**src/rtl/secuenciador_melodia_pkg.sv**
```systemverilog
// secuenciador_melodia_pkg: shared state encoding and melody ROM word layout
package secuenciador_melodia_pkg;
  typedef enum logic [2:0] {
    S_IDLE  = 3'd0,
    S_FETCH = 3'd1,
    S_LOAD  = 3'd2,
    S_PLAY  = 3'd3,
    S_GAP   = 3'd4,
    S_DONE  = 3'd5
  } state_t;
  localparam int END_BIT  = 24;
  localparam int FREQ_MSB = 23;
  localparam int FREQ_LSB = 8;
  localparam int DUR_MSB  = 7;
  localparam int DUR_LSB  = 0;
endpackage

```
**src/rtl/secuenciador_melodia_generador_tick.sv**
```systemverilog
// generador_tick: one-cycle tempo tick every TICK_DIV cycles, restarted by clr
module generador_tick #(
  parameter int TICK_DIV = 500000
) (
  input  logic clk,
  input  logic rst_n,
  input  logic clr,
  output logic tick
);
  localparam int CW = TICK_DIV > 1 ? $clog2(TICK_DIV) : 1;
  logic [CW-1:0] cnt_q, cnt_d;
  assign tick = !clr && cnt_q == CW'(TICK_DIV - 1);
  always_comb cnt_d = (clr || tick) ? '0 : cnt_q + 1'b1;
  always_ff @(posedge clk or negedge rst_n)
    if (!rst_n) cnt_q <= '0;
    else cnt_q <= cnt_d;
endmodule

```
**src/rtl/secuenciador_melodia.sv**
```systemverilog
// secuenciador_melodia: steps through melody ROM words, driving freq per note with a silent gap
module secuenciador_melodia
  import secuenciador_melodia_pkg::*;
#(
  parameter int TICK_DIV  = 500000,
  parameter int GAP_TICKS = 1,
  parameter int ADDR_W    = 8
) (
  input  logic              clk,
  input  logic              rst_n,
  input  logic              start,
  input  logic              stop,
  input  logic              loop_en,
  output logic [ADDR_W-1:0] rom_addr,
  input  logic [24:0]       rom_data,
  output logic signed [31:0] freq,
  output logic              busy,
  output logic              done
);
  state_t state_q, state_d, adv_state;
  logic [ADDR_W-1:0] addr_q, addr_d;
  logic signed [31:0] freq_q, freq_d;
  logic [7:0] dur_q, dur_d, gap_q, gap_d;
  logic tick, w_end;
  logic [15:0] w_freq;
  logic [7:0] w_dur;
  assign w_end  = rom_data[END_BIT];
  assign w_freq = rom_data[FREQ_MSB:FREQ_LSB];
  assign w_dur  = rom_data[DUR_MSB:DUR_LSB];
  generador_tick #(.TICK_DIV(TICK_DIV)) u_tick (
    .clk  (clk),
    .rst_n(rst_n),
    .clr  (!(state_q == S_PLAY || state_q == S_GAP)),
    .tick (tick)
  );
  always_ff @(posedge clk or negedge rst_n)
    if (!rst_n) begin
      state_q <= S_IDLE;
      addr_q  <= '0;
      freq_q  <= '0;
      dur_q   <= '0;
      gap_q   <= '0;
    end else begin
      state_q <= state_d;
      addr_q  <= addr_d;
      freq_q  <= freq_d;
      dur_q   <= dur_d;
      gap_q   <= gap_d;
    end
  // advancing past the last address acts as an end marker at a nonzero address
  assign adv_state = (&addr_q && !loop_en) ? S_DONE : S_FETCH;
  always_comb begin
    state_d = state_q;
    addr_d  = addr_q;
    freq_d  = freq_q;
    dur_d   = dur_q;
    gap_d   = gap_q;
    case (state_q)
      S_IDLE: if (start) begin
        state_d = S_FETCH;
        addr_d  = '0;
      end
      S_FETCH: state_d = S_LOAD;
      S_LOAD: begin
        if (w_end) begin
          state_d = (loop_en && addr_q != '0) ? S_FETCH : S_DONE;
          addr_d  = (loop_en && addr_q != '0) ? '0 : addr_q;
        end else if (w_dur == '0) begin
          state_d = adv_state;
          addr_d  = addr_q + 1'b1;
        end else begin
          freq_d  = {16'b0, w_freq};
          dur_d   = w_dur;
          state_d = S_PLAY;
        end
      end
      S_PLAY: if (tick) begin
        dur_d = dur_q - 1'b1;
        if (dur_q == 8'd1) begin
          if (GAP_TICKS > 0) begin
            freq_d  = '0;
            gap_d   = 8'(GAP_TICKS);
            state_d = S_GAP;
          end else begin
            state_d = adv_state;
            addr_d  = addr_q + 1'b1;
          end
        end
      end
      S_GAP: if (tick) begin
        gap_d = gap_q - 1'b1;
        if (gap_q == 8'd1) begin
          state_d = adv_state;
          addr_d  = addr_q + 1'b1;
        end
      end
      S_DONE: begin
        freq_d  = '0;
        state_d = S_IDLE;
      end
      default: state_d = S_IDLE;
    endcase
    if (stop) begin
      state_d = S_IDLE;
      freq_d  = '0;
      addr_d  = '0;
    end
  end
  always_comb begin
    rom_addr = addr_q;
    freq     = freq_q;
    busy     = state_q != S_IDLE;
    done     = state_q == S_DONE;
  end
endmodule

```
**config.mk**
```make
export PLATFORM = sky130hd
export DESIGN_NAME = secuenciador_melodia
export DESIGN_NICKNAME = d
export VERILOG_FILES = /design/src/rtl/secuenciador_melodia_pkg.sv /design/src/rtl/secuenciador_melodia_generador_tick.sv /design/src/rtl/secuenciador_melodia.sv
export SDC_FILE = /design/constraint.sdc
export NUM_CORES = 1
export LEC_CHECK = 0
export ABC_CLOCK_PERIOD_IN_PS = 2300
export CELL_PAD_IN_SITES_DETAIL_PLACEMENT = 1
export CELL_PAD_IN_SITES_GLOBAL_PLACEMENT = 1
export CORE_ASPECT_RATIO = 0.7
export CORE_UTILIZATION = 40
export DETAILED_ROUTE_END_ITERATION = 16
export PLACE_DENSITY_LB_ADDON = 0.15
export REMOVE_ABC_BUFFERS = 1
export SYNTH_ARGS = -nofsm -noshare
export SYNTH_HDL_FRONTEND = slang
export SYNTH_SLANG_ARGS = --single-unit
```
**constraint.sdc**
```tcl
create_clock -name clk -period 2.3 [get_ports clk]
set_clock_uncertainty 0.05 [all_clocks]
set_input_delay 0.23 -clock clk [delete_from_list [all_inputs] [get_ports clk]]
set_output_delay 0.23 -clock clk [all_outputs]
set_load 0.02 [all_outputs]
```
==> impl_results.md <==
* Int Pwr at 3060 uW
* Starting Density at 41.7%
* Worst Slack Setup Final at 0.0537 ns
* Gpl congestion at 0.846
* Crit-path leading delay family: simple AND/OR/NAND/NOR gates
* Antenna violations before repair at 0
* Via count at 3428
* Worst reg2reg startpoint: u_tick.cnt_q[6]$_DFF_PN0_
* Row count at 29
* Synth Register Bits at 62
* Synth top area share at 40.7%
* First-pass GRT wire length at 18.1 mm
* Switching pwr at 1640 uW
* Nets at 540
* Antenna Nets Post-Route at 0
* Gate power share at 37.1%
* Distinct cells, synth at 64
* LEAKAGE at 0.00216 uW
* Setup CP Type: register to register
* Slew HR at 65.7%
* Switching power share of the total at 35.0%
* EDFF count, synth at 0
* Synth warnings at 0
* Final global-route overflow total at 0
* Count of final setup violators at 0
* Vias in the first global route at 3496
* Ys flop type: dfrtp_1
* Power per cell area at 931 nW/um^2
* Most common cell in the netlist: dfrtp_1
* Max rail drop VDD at 0.492 mV
* 1st-pass router iterations at 4
* CTS tree: yes
* Clk pwr share at 32.0%
* IO buf count at 55
* Element type at the critical path end: register
* Root Driver: clkbuf_16
* Capture point of the worst reg-to-reg path: rom_addr[0]$_DFFE_PN0P_
* Fillers at 1049
* Ys async rst share at 100%
* Max_cap viols at 0
* Setup_tns at 0 ns
* Fmax at 445 MHz
* Drt wl/cell at 17.1 um
* Chip Height at 83.6 um
* Sequential share of power at 30.9%
* Clk_lat worst skew at 0.33 ns
* CP max stage delay at 0.56 ns
* Top post-synthesis cells by count: dfrtp_1 (62), nand2_1 (48), nor2_1 (38)
* Status: finished clean
* WP data arrival at 2.45 ns
* Register area share after synthesis at 40.7%
* CP Launch Point: u_tick.cnt_q[6]$_DFF_PN0_
* TritonCTS Buffers at 9
* Core area at 9140 um^2
* Die W at 119 um
* R2R Setup Slk at 0.05 ns
* Crit path max-delay cell type: or4b_1
* Count of non-filler cells in the finished layout at 632
* Final hold vios at 0
* N_diodes at 0
* Synth area leaders: dfrtp_1 (41%), nand2_1 (4.7%), mux2i_1 (4.5%), nor2_1 (3.7%), inv_1 (3.4%)
* Share of cells above drive strength 1 at 14.8%
* Drc violations at 0
* Cell taking the most area after synthesis: dfrtp_1
* Minimum clock period at 2.25 ns
* Largest net degree at the start of global routing at 63
* Gate Count Post-Synth at 419
* Number of clock sinks at 62
* H-tree depth at 3
* Clock Path Buffers at 2
* Die ar. at 9920 um^2
* RSZ-0062 raised after global routing: false
* Total global-route track usage at 23.2%
* Critical path depth at 5
* WP buf/inv at 0
* Period utilisation layout at 97.7%
* Worst path required time at 2.51 ns
* Synthesis-to-layout area growth at 32.6%
* Hpwl dp at 7.73 mm
* Post-Syn Area at 3810 um^2
* Worst Max-Slew Pin Slew at 0.511 ns
* Worst Setup Start Kind: register
* Critical-path cell list: or4b_1 -> or4_4 -> o311ai_4 -> o211ai_4 -> o22ai_2
* Clk slew on worst S/H paths at 0.05 ns
* Fin. max-slew vios at 0
* Tot Pwr at 4700 uW
* Placed insts at 614
* CP Max Fanout at 7
* I/O pin cnt at 72
* Worst Reg-to-Reg Cells at 5
* Syn_area_per_cell at 9.09 um^2
* Setup crit end: rom_addr[0]$_DFFE_PN0P_
* Drt first-iter violations at 214
* Vias per std cell at 5.42
* Pre-CTS WS at 0.0351 ns
* Total Routed Length at 10.8 mm
* HP Class: primary input to register
[how the worst min path moves through the flow]
| stage | start | end | cells after the start |
|---|---|---|---|
| after floorplan | rst_n | dur_q[0]$_DFFE_PN0P_ | 0 |
| after global placement | rst_n | dur_q[2]$_DFFE_PN0P_ | 2 |
| after detailed placement | rst_n | dur_q[4]$_DFFE_PN0P_ | 2 |
| after CTS | rom_data[17] | freq[9]$_DFFE_PN0P_ | 3 |
| after global routing | rom_data[17] | freq[9]$_DFFE_PN0P_ | 3 |
| final | rom_data[17] | freq[9]$_DFFE_PN0P_ | 3 |
[per-layer routing]
metal / global-route usage (%) / wire length, um / vias to the layer above
met4: 5.87 / 102 / 0
met3: 5.26 / 490 / 10
met2: 35.9 / 4890 / 85
met5: 0 / 0 / -
li1: - / - / 1635
met1: 32.7 / 5340 / 1698
[placed cells by master (no fill, tap or decap), types with 9 or more instances in the layout]
cell,synthesis,layout
a211oi_1,10,9
a21oi_1,10,10
dfrtp_1,62,62
inv_1,35,35
clkbuf_16,0,9
nand2_1,48,48
clkdlybuf4s50_1,0,54
nand3_1,9,9
conb_1,1,16
mux2i_1,17,17
xor2_1,9,9
nor2_1,38,38
o21ai_0,19,19
buf_4,16,31
[through the flow]
step / utilization, % / hold slack (ns) / area, um^2
6_report: 55.2 / 0.394 / 5050
5_1_grt: 55.2 / 0.420 / 5050
4_1_cts: 54.5 / 0.388 / 4990
3_5_place_dp: 50.8 / 0.226 / 4640
3_3_place_gp: 50.8 / 0.225 / 4640
2_1_floorplan: - / -0.116 / 3680
[cell type report]
cell class | count | area [um^2] | area share, %
multi-input combinational | 306 | 2050 | 40.6
clock buffer | 11 | 253 | 5.00
inverter | 35 | 131 | 2.60
tap | 124 | 155 | 3.07
timing repair buffer | 89 | 828 | 16.4
clock inverter | 5 | 81.3 | 1.61
sequential | 62 | 1550 | 30.7
[logic make-up (layout without fill, tap and decap cells)]
kind of cell,after synthesis,after routing,share of synthesized area [%]
AOI/OAI and AO/OA,89,89,17.5
muxes,19,19,5.06
other,1,16,0.0985
DFF,62,62,40.7
adders and majority gates,7,7,2.30
buffers and inverters,66,140,8.41
xor gates and xnor gates,17,17,3.91
and+or+nand+nor,158,158,21.9
[power groups by stage]
stage | clock (uW) | combinational (uW) | sequential, uW
final | 1510 | 1740 | 1450
after detailed placement | 0 | 1700 | 1470
after global placement | 0 | 1660 | 1460
after global routing | 1580 | 1880 | 1480
after floorplan | 0 | 813 | 1590
after CTS | 1540 | 1730 | 1450
[registers in the layout, indices dropped and copies added, names as in the netlist]
name,cells
rom_addr,8
freq,16
dur_q,8
u_tick.cnt_q,19
state_q,3
gap_q,8
[timing repair]
action	4_1_cts	5_1_grt
resized for setup	0	9
buffers inserted	0	1
hold buffers	1	0
hold endpoints to repair	62	0
endpoints found under the setup margin	0	17
[worst min-delay path, stage by stage]
cell             delay (ns)
clkdlybuf4s50_1        0.39
nand2_1                0.05
mux2i_1                0.05
Note: power is estimated with default switching activity, not from simulation.
